### config.mk
export PLATFORM = sky130hd
export DESIGN_NAME = half_window_accumulator
export DESIGN_NICKNAME = d
export VERILOG_FILES = /design/src/rtl/half_window_accumulator.sv
export SDC_FILE = /design/constraint.sdc
export NUM_CORES = 1
export LEC_CHECK = 0
export CORE_MARGIN = 8
export CORE_UTILIZATION = 55
export CTS_BUF_LIST = sky130_fd_sc_hd__clkbuf_8
export DETAILED_ROUTE_END_ITERATION = 10
export HOLD_SLACK_MARGIN = 0.02
export PLACE_DENSITY = 0.89
export RECOVER_POWER = 25
export SETUP_SLACK_MARGIN = 0.1
export SYNTH_ARGS = -nofsm -noshare
export SYNTH_HDL_FRONTEND = slang
export SYNTH_SLANG_ARGS = --single-unit
### constraint.sdc
create_clock -name clk -period 2.76 [get_ports clk]
set_input_delay 0.552 -clock clk [delete_from_list [all_inputs] [get_ports clk]]
set_output_delay 0.552 -clock clk [all_outputs]
set_load 0.02 [all_outputs]
### src/rtl/half_window_accumulator.sv
`default_nettype none
// ============================================================================
//  Module   : half_window_accumulator
//  Purpose  : Sums a window of N_TERMS non-negative binary16 operands with a
//             single shared align/add datapath and returns the binary16 sum
//             through valid/ready handshakes. Round-toward-zero, saturating
//             at 0x7BFF.
//  Revision : 1.0 - initial release
// ============================================================================
module half_window_accumulator #(
  parameter int N_TERMS = 9,
  parameter int CNT_W   = 8
) (
  input  logic        clk,
  input  logic        n_rst,
  input  logic        in_valid,
  input  logic [15:0] in_data,
  output logic        in_ready,
  output logic        out_valid,
  output logic [15:0] out_data,
  input  logic        out_ready
);

  // --------------------------------------------------------------------------
  // Constants
  // --------------------------------------------------------------------------
  localparam logic [1:0] ST_ACCEPT = 2'd0;
  localparam logic [1:0] ST_ALIGN  = 2'd1;
  localparam logic [1:0] ST_ADD    = 2'd2;
  localparam logic [1:0] ST_DONE   = 2'd3;

  // Largest finite binary16 magnitude (65504); used for Inf/NaN and overflow.
  localparam logic [14:0] MAX_MAG  = 15'h7BFF;
  localparam logic [4:0]  EXP_INF  = 5'h1F;
  localparam logic [4:0]  SIG_BITS = 5'd11;

  localparam logic [CNT_W-1:0] LAST_CNT = CNT_W'(N_TERMS - 1);
  localparam logic [CNT_W-1:0] CNT_ONE  = CNT_W'(1);

  // --------------------------------------------------------------------------
  // State and datapath registers
  // --------------------------------------------------------------------------
  logic [1:0]       state_q,     state_d;
  // Accumulator and operand are kept as magnitudes: the sign is always zero.
  logic [14:0]      acc_q,       acc_d;
  logic [14:0]      op_q,        op_d;
  logic [CNT_W-1:0] cnt_q,       cnt_d;
  // Aligned operands handed from ALIGN to ADD.
  logic [4:0]       res_exp_q,   res_exp_d;
  logic [10:0]      sig_big_q,   sig_big_d;
  logic [10:0]      sig_small_q, sig_small_d;
  logic [14:0]      out_data_q,  out_data_d;

  // --------------------------------------------------------------------------
  // Combinational intermediates
  // --------------------------------------------------------------------------
  logic        sign_unused;
  logic [14:0] in_mag;

  logic [4:0]  acc_exp;
  logic [4:0]  op_exp;
  logic [10:0] acc_sig;
  logic [10:0] op_sig;
  logic [4:0]  align_exp;
  logic [10:0] align_big;
  logic [10:0] align_small_raw;
  logic [4:0]  align_diff;
  logic [10:0] align_small;

  logic [11:0] sum;
  logic [5:0]  norm_exp;
  logic [9:0]  norm_frac;
  logic [14:0] add_res;

  // The operand sign is discarded: every value is treated as positive.
  assign sign_unused = in_data[15];

  // Sanitise the incoming operand: flush zero/subnormal, clamp Inf/NaN.
  always_comb begin
    in_mag = in_data[14:0];
    if (in_data[14:10] == 5'd0) begin
      in_mag = 15'h0000;
    end else if (in_data[14:10] == EXP_INF) begin
      in_mag = MAX_MAG;
    end
  end

  // Alignment: pick the larger exponent and shift the smaller significand.
  // A zero value (exp==0) carries a zero significand, so adding to or from a
  // zero accumulator naturally reproduces the other operand exactly.
  always_comb begin
    acc_exp = acc_q[14:10];
    op_exp  = op_q[14:10];
    acc_sig = (acc_exp == 5'd0) ? 11'd0 : {1'b1, acc_q[9:0]};
    op_sig  = (op_exp  == 5'd0) ? 11'd0 : {1'b1, op_q[9:0]};

    if (acc_exp >= op_exp) begin
      align_exp       = acc_exp;
      align_big       = acc_sig;
      align_small_raw = op_sig;
      align_diff      = acc_exp - op_exp;
    end else begin
      align_exp       = op_exp;
      align_big       = op_sig;
      align_small_raw = acc_sig;
      align_diff      = op_exp - acc_exp;
    end

    // Shifting by 11 or more leaves nothing of an 11-bit significand.
    if (align_diff >= SIG_BITS) begin
      align_small = 11'd0;
    end else begin
      align_small = align_small_raw >> align_diff;
    end
  end

  // Addition and single-step renormalisation with truncation and saturation.
  always_comb begin
    sum = {1'b0, sig_big_q} + {1'b0, sig_small_q};
    if (sum[11]) begin
      norm_exp  = {1'b0, res_exp_q} + 6'd1;
      norm_frac = sum[10:1];
    end else begin
      norm_exp  = {1'b0, res_exp_q};
      norm_frac = sum[9:0];
    end

    // Both inputs zero gives exp 0 and frac 0, i.e. an exact zero.
    if (norm_exp >= {1'b0, EXP_INF}) begin
      add_res = MAX_MAG;
    end else begin
      add_res = {norm_exp[4:0], norm_frac};
    end
  end

  // Next-state logic for the ACCEPT -> ALIGN -> ADD -> (ACCEPT | DONE) loop.
  always_comb begin
    state_d     = state_q;
    acc_d       = acc_q;
    op_d        = op_q;
    cnt_d       = cnt_q;
    res_exp_d   = res_exp_q;
    sig_big_d   = sig_big_q;
    sig_small_d = sig_small_q;
    out_data_d  = out_data_q;

    case (state_q)
      ST_ACCEPT: begin
        if (in_valid) begin
          op_d    = in_mag;
          state_d = ST_ALIGN;
        end
      end

      ST_ALIGN: begin
        res_exp_d   = align_exp;
        sig_big_d   = align_big;
        sig_small_d = align_small;
        state_d     = ST_ADD;
      end

      ST_ADD: begin
        acc_d = add_res;
        if (cnt_q == LAST_CNT) begin
          out_data_d = add_res;
          state_d    = ST_DONE;
        end else begin
          cnt_d   = cnt_q + CNT_ONE;
          state_d = ST_ACCEPT;
        end
      end

      ST_DONE: begin
        // The result register is left alone so out_data only moves on the
        // next ADD->DONE transition.
        if (out_ready) begin
          acc_d   = 15'h0000;
          cnt_d   = '0;
          state_d = ST_ACCEPT;
        end
      end

      default: begin
        state_d = ST_ACCEPT;
      end
    endcase
  end

  // Register update with asynchronous active-low reset.
  always_ff @(posedge clk or negedge n_rst) begin
    if (!n_rst) begin
      state_q     <= ST_ACCEPT;
      acc_q       <= 15'h0000;
      op_q        <= 15'h0000;
      cnt_q       <= '0;
      res_exp_q   <= 5'd0;
      sig_big_q   <= 11'd0;
      sig_small_q <= 11'd0;
      out_data_q  <= 15'h0000;
    end else begin
      state_q     <= state_d;
      acc_q       <= acc_d;
      op_q        <= op_d;
      cnt_q       <= cnt_d;
      res_exp_q   <= res_exp_d;
      sig_big_q   <= sig_big_d;
      sig_small_q <= sig_small_d;
      out_data_q  <= out_data_d;
    end
  end

  // in_ready is gated by reset so it reads 0 while n_rst is held low, then
  // rises in the very first ACCEPT cycle after release.
  assign in_ready  = n_rst & (state_q == ST_ACCEPT);
  assign out_valid = (state_q == ST_DONE);
  assign out_data  = {1'b0, out_data_q};

endmodule
`default_nettype wire

After elaboration in Yosys (flattened, before gate mapping):

Index checks and enable logic that the tools add are counted.

* bits in registers: 82
* input port bits: 20
* output and inout bits: 18
* word-level logic and storage cells: 57

* add/sub/neg operators: 5
* $lt $le $gt $ge: 3
* eq/ne operators: 8
* shift-type cells: 1
* mux-type cells: 21
* bitwise logic cells: 1
* reduce and logical (&&, ||, !) cells: 10

Operators with widths (number)
* $mux W15: 4
* $mux W11: 5
* $pmux W15 S2: 1
* $mux W8: 2
* $pmux W8 S2: 1
* $logic_not A5 Y1: 3
* $add A11 B11 Y12: 1
* $shr A11 B5 Y11: 1
* $mux W10: 1
* $mux W5: 2
* $sub A5 B5 Y5: 2
* $add A8 B1 Y8 const B: 1
* $eq A8 B4 Y1 const B: 1
* $pmux W2 S4: 1
* $reduce_and A2 Y1: 4
* $add A5 B1 Y6 const B: 1
* $ge A6 B5 Y1 const B: 1
* $mux W2: 3
* $mux W6: 1
* $eq A5 B5 Y1 const B: 1
* $ge A5 B4 Y1 const B: 1
* $ge A5 B5 Y1: 1
* $eq A2 B2 Y1 const B: 2
* $ne A2 B2 Y1 const B: 2
* other kinds (6): 6

Logic depth before layout (Yosys ltp):

* depth after elaboration: 5
* depth in mapped cells: 11
* depth with buffers taken out: 11

Least setup slack after synthesis:

OpenSTA, ideal clock, no wires.

* path kind: reg-to-reg
* from: register acc_q[11]
* to: register sig_small_q[1]
* arrival time: 2.423 ns
* slack: 0.197 ns
* cell stages (with the launch flop): 11
* period minus slack after synthesis: 2.563 ns
* path through: dfrtp_1 inv_1 ha_1 a41o_1 a21o_1 buf_6 or4_1 nand4_2 a2111oi_4 a41oi_1 o221ai_1

* longest elaborated chain between the ends: 5
* elaborated cells on any way between the ends: 10
* those cells by class: add/sub (2); order compare (2); shift (1); mux (4); reduce/logical (1)

Ends and longest elaborated chain
* start, declared: RTL line 45 `logic [14:0] acc_q, acc_d;`
* start signal, assigned: RTL line 193 `acc_q <= 15'h0000;`
* start signal, assigned: RTL line 202 `acc_q <= acc_d;`
* parallel branches: the longest is 4 deep, another holds $sub A5 B5 Y5
* $mux W11 (*): RTL line 110 `if (align_diff >= SIG_BITS) begin`
* end signal, assigned: RTL line 207 `sig_small_q <= sig_small_d;`
* end, declared: RTL line 51 `logic [10:0] sig_small_q, sig_small_d;`

Every way passes the cells marked *.
A chain may end at the register's enable or synchronous reset.

Worst setup path after layout:

* from: register acc_q[10]
* to: register sig_small_q[2]

Same word-level chain as after synthesis.

==> metrics.md <==
| Metric | Value |
|---|---|
| Status | complete, but fails checks |
| Failing checks | max-capacitance violations, max-slew violations, negative setup slack |
| Ports | 38 |
| Worst-path maximum fanout | 5 |
| Hold Vio Cnt, Final | 0 |
| Synth area leaders | dfrtp_1 (40%), ha_1 (5.6%), nand2_1 (5.1%), nor2_1 (4.6%), o21ai_0 (4.2%) |
| Largest net degree at the start of global routing | between 80 and 90 |
| Post-Syn Instances | 554 |
| Top cells by count, synth | dfrtp_1 (82), nand2_1 (70), nor2_1 (63) |
| Routability cong. | 0.917 |
| Crit end category | register |
| Met1 WL | about 6100 um |
| Max incr delay on CP | about 0.47 ns |
| Final worst-path cycle share | 1.02 |
| Via/cell ratio | about 6.6 |
| CP top delay family | compound AO/OA/AOI/OAI gates |
| IO Port Bufs | 35 |
| Area Growth Syn to Fin | 26.7% |
| Clock latency on the worst-skew pair | between 0.3 and 0.4 ns |
| Worst setup margin | -0.0572 ns |
| Required time of the critical path | 3.02 ns |
| Synthesized Nets | 600 |
| Vias in the first global route | around 4.7k |
| Htree depth | 3 |
| WHS | about 0.49 ns |
| Synthesized cell area | 5170 sq um |
| DP Area | roughly 5800 sq um |
| CTS Buf Count | 9 |
| Starting density of the core | 0.562 |
| GRT overflow | 0 |
| Routed WL | ~16000 um |
| DR vias | between 4k and 5k |
| Post-synth ARST share | 1.00 |
| Top Metal Used | met4 |
| Finished Cell Area | approximately 6500 sq um |
| Unrepaired setup endpoints after global routing | true |
| GRT Overall Usage | 0.228 |
| Startpoint Class | register |
| CORE AREA | a little over 9000 sq um |
| Final layout net count | ~670 |
| DP HPWL | 10100 um |
| Worst slew pin tran | roughly 2.0 ns |
| Hold Crit Class | reg -> reg |
| Max-cap violations | 1 |
| DRC viols | 0 |
| Die H | about 110 um |
| Clk buf depth | 2 |
| First-pass GRT wire length | between 20000 and 25000 um |
| DIE AREA | approximately 13000 sq um |
| Max Slew Vio Count | slightly above 80 |
| Top_reg_cell synth | dfrtp_1 |
| Cell variety after synth | 71 |
| DRT Pass-1 Iters | 6 |
| Synthesized area per cell | between 9 and 10 sq um |
| Highest clock rate | about 350 MHz |
| Starting DRC count in detailed routing | ~540 |
| Row count | 35 |
| Crit-path cells | inv_2 -> ha_4 -> inv_1 -> fa_2 -> or2_2 -> a221oi_2 -> nor2_4 -> a2111oi_4 -> a41oi_2 -> o221ai_1 |
| Worst Path Arrival | 3.08 ns |
| CP Class | reg -> reg |
| Buf/Inv on CP | 2 |
| Slowest-stage cell, CP | dfrtp_2 |
| Wire length per cell | between 20 and 25 um |
| Slew HR | -0.337 |
| Place WS | -0.0809 ns |
| CTS clk-pin slew, worst paths | roughly 0.09 ns |
| Share of cells above drive strength 1 | 0.246 |
| Yosys top cell by area | dfrtp_1 |
| Final period demand of the worst path | between 2 and 3 ns |
| TritonCTS clock tree | built |
| Initial antenna violation count | 0 |
| Met3 wire length | ~1300 um |
| Final Skew | between 0.009 and 0.01 ns |
| Die Width | approximately 110 um |
| Final setup TNS | -0.102 ns |
| Met2 routed WL | ~7600 um |
| Clock sink total | 82 |
| Ys Warns | 0 |
| Register area share after synthesis | 0.397 |
| Register bit total from synthesis | 82 |
| Ant. Diodes | 0 |
| Share of the synthesized area in the top cell type | 0.397 |
| CTS Root Cell | clkbuf_8 |
| EDFF count, synth | 0 |
| Routed Antenna Nets | 0 |
| Count leader, synth | dfrtp_1 |
| Fillers | between 500 and 600 |
| Final setup viols | 3 |
-- routing by layer --
layer,GRT usage,vias to the layer above
li1,-,2159
met1,0.274,2344
met2,0.384,296
met3,0.0575,80
met4,0.0915,0
met5,0,-
-- cell usage in the layout (no fill, tap or decap), types with 5 or more instances in the layout --
cell type / netlist / final
a22o_1: 10 / 10
a221oi_1: 21 / 17
a21oi_1: 13 / 9
mux2i_1: 20 / 18
nand3_1: 6 / 6
nor2_4: 1 / 5
ha_4: 0 / 6
o211ai_1: 6 / 6
a22oi_1: 6 / 6
mux2_2: 14 / 13
clkbuf_8: 2 / 9
clkdlybuf4s50_1: 0 / 34
o221ai_1: 6 / 6
ha_1: 23 / 15
o21ai_1: 2 / 9
o21ai_0: 43 / 34
xor2_1: 10 / 9
nand2_1: 70 / 70
dfrtp_2: 0 / 5
buf_4: 1 / 43
nand4_1: 5 / 5
dfrtp_1: 82 / 77
nor3_1: 9 / 6
o21a_1: 7 / 6
nor2_1: 63 / 57
inv_1: 25 / 23
xnor2_1: 10 / 9
-- kinds of logic (layout without fill, tap and decap cells) --
group / after synthesis / after routing / synth area share
xor gates and xnor gates: 20 / 20 / 0.0339
other: 1 / 1 / 0.000726
DFF: 82 / 82 / 0.397
and+or+nand+nor: 185 / 185 / 0.165
adders and majority gates: 26 / 26 / 0.0673
muxes: 34 / 34 / 0.0693
AOI/OAI and AO/OA: 154 / 156 / 0.219
buffers and inverters: 52 / 125 / 0.0472
-- what timing repair did --
item                       4_1_cts  5_1_grt
hold buffers                     0        0
buffers inserted                 5       12
setup endpoints to repair       37       47
pin swaps                        9       31
hold endpoints to repair         0        0
gates cloned                     2        0
gates resized for setup         26       64
-- final cells by class --
type	instances	area, sq um	share of cell area
repair buffers	84	737	0.113
multi-input cells	422	3280	0.502
flip-flops and latches	82	2060	0.314
clock buffers	9	124	0.0189
inverters	26	97.6	0.0149
well taps	111	139	0.0212
clock inverters	6	108	0.0164
-- worst register-to-register path, cell delays in order (launching register included) --
cell and delay, ns:
dfrtp_2 0.47, inv_2 0.09, ha_4 0.13, inv_1 0.05, fa_2 0.39, or2_2 0.33
a221oi_2 0.37, nor2_4 0.11, a2111oi_4 0.46, a41oi_2 0.17, o221ai_1 0.13
-- registers in the layout, summed over array words and instances, names as in the netlist --
name	flops
acc_q	15
op_q	15
out_data_q	15
sig_big_q	11
sig_small_q	11
cnt_q	8
res_exp_q	5
state_q	2
-- final timing paths --
| kind | from | slack, ns | endpoint | cells after the start |
|---|---|---|---|---|
| max | acc_q[10]$_DFFE_PN0P_ | -0.06 | sig_small_q[2]$_DFFE_PN0N_ | 10 |
| max in group asynchronous | n_rst | 0.52 | acc_q[10]$_DFFE_PN0P_ | 2 |
| min in group asynchronous | n_rst | 0.87 | op_q[13]$_DFFE_PN0P_ | 2 |
| max reg2reg | acc_q[10]$_DFFE_PN0P_ | -0.06 | sig_small_q[2]$_DFFE_PN0N_ | 10 |
| min reg2reg | out_data_q[12]$_DFFE_PN0P_ | 0.49 | out_data_q[12]$_DFFE_PN0P_ | 2 |
| min | out_data_q[12]$_DFFE_PN0P_ | 0.49 | out_data_q[12]$_DFFE_PN0P_ | 2 |
-- through the flow --
| stage | instances | util |
|---|---|---|
| floorplan | 554 | - |
| global placement | 706 | 0.626 |
| detailed placement | 706 | 0.626 |
| CTS | 728 | 0.671 |
| global route | 740 | 0.712 |
| finish | 740 | 0.712 |
Power is left out: the tool's default activity adds up to more than one toggle a clock period on the data nets, which glitch-free logic cannot reach.
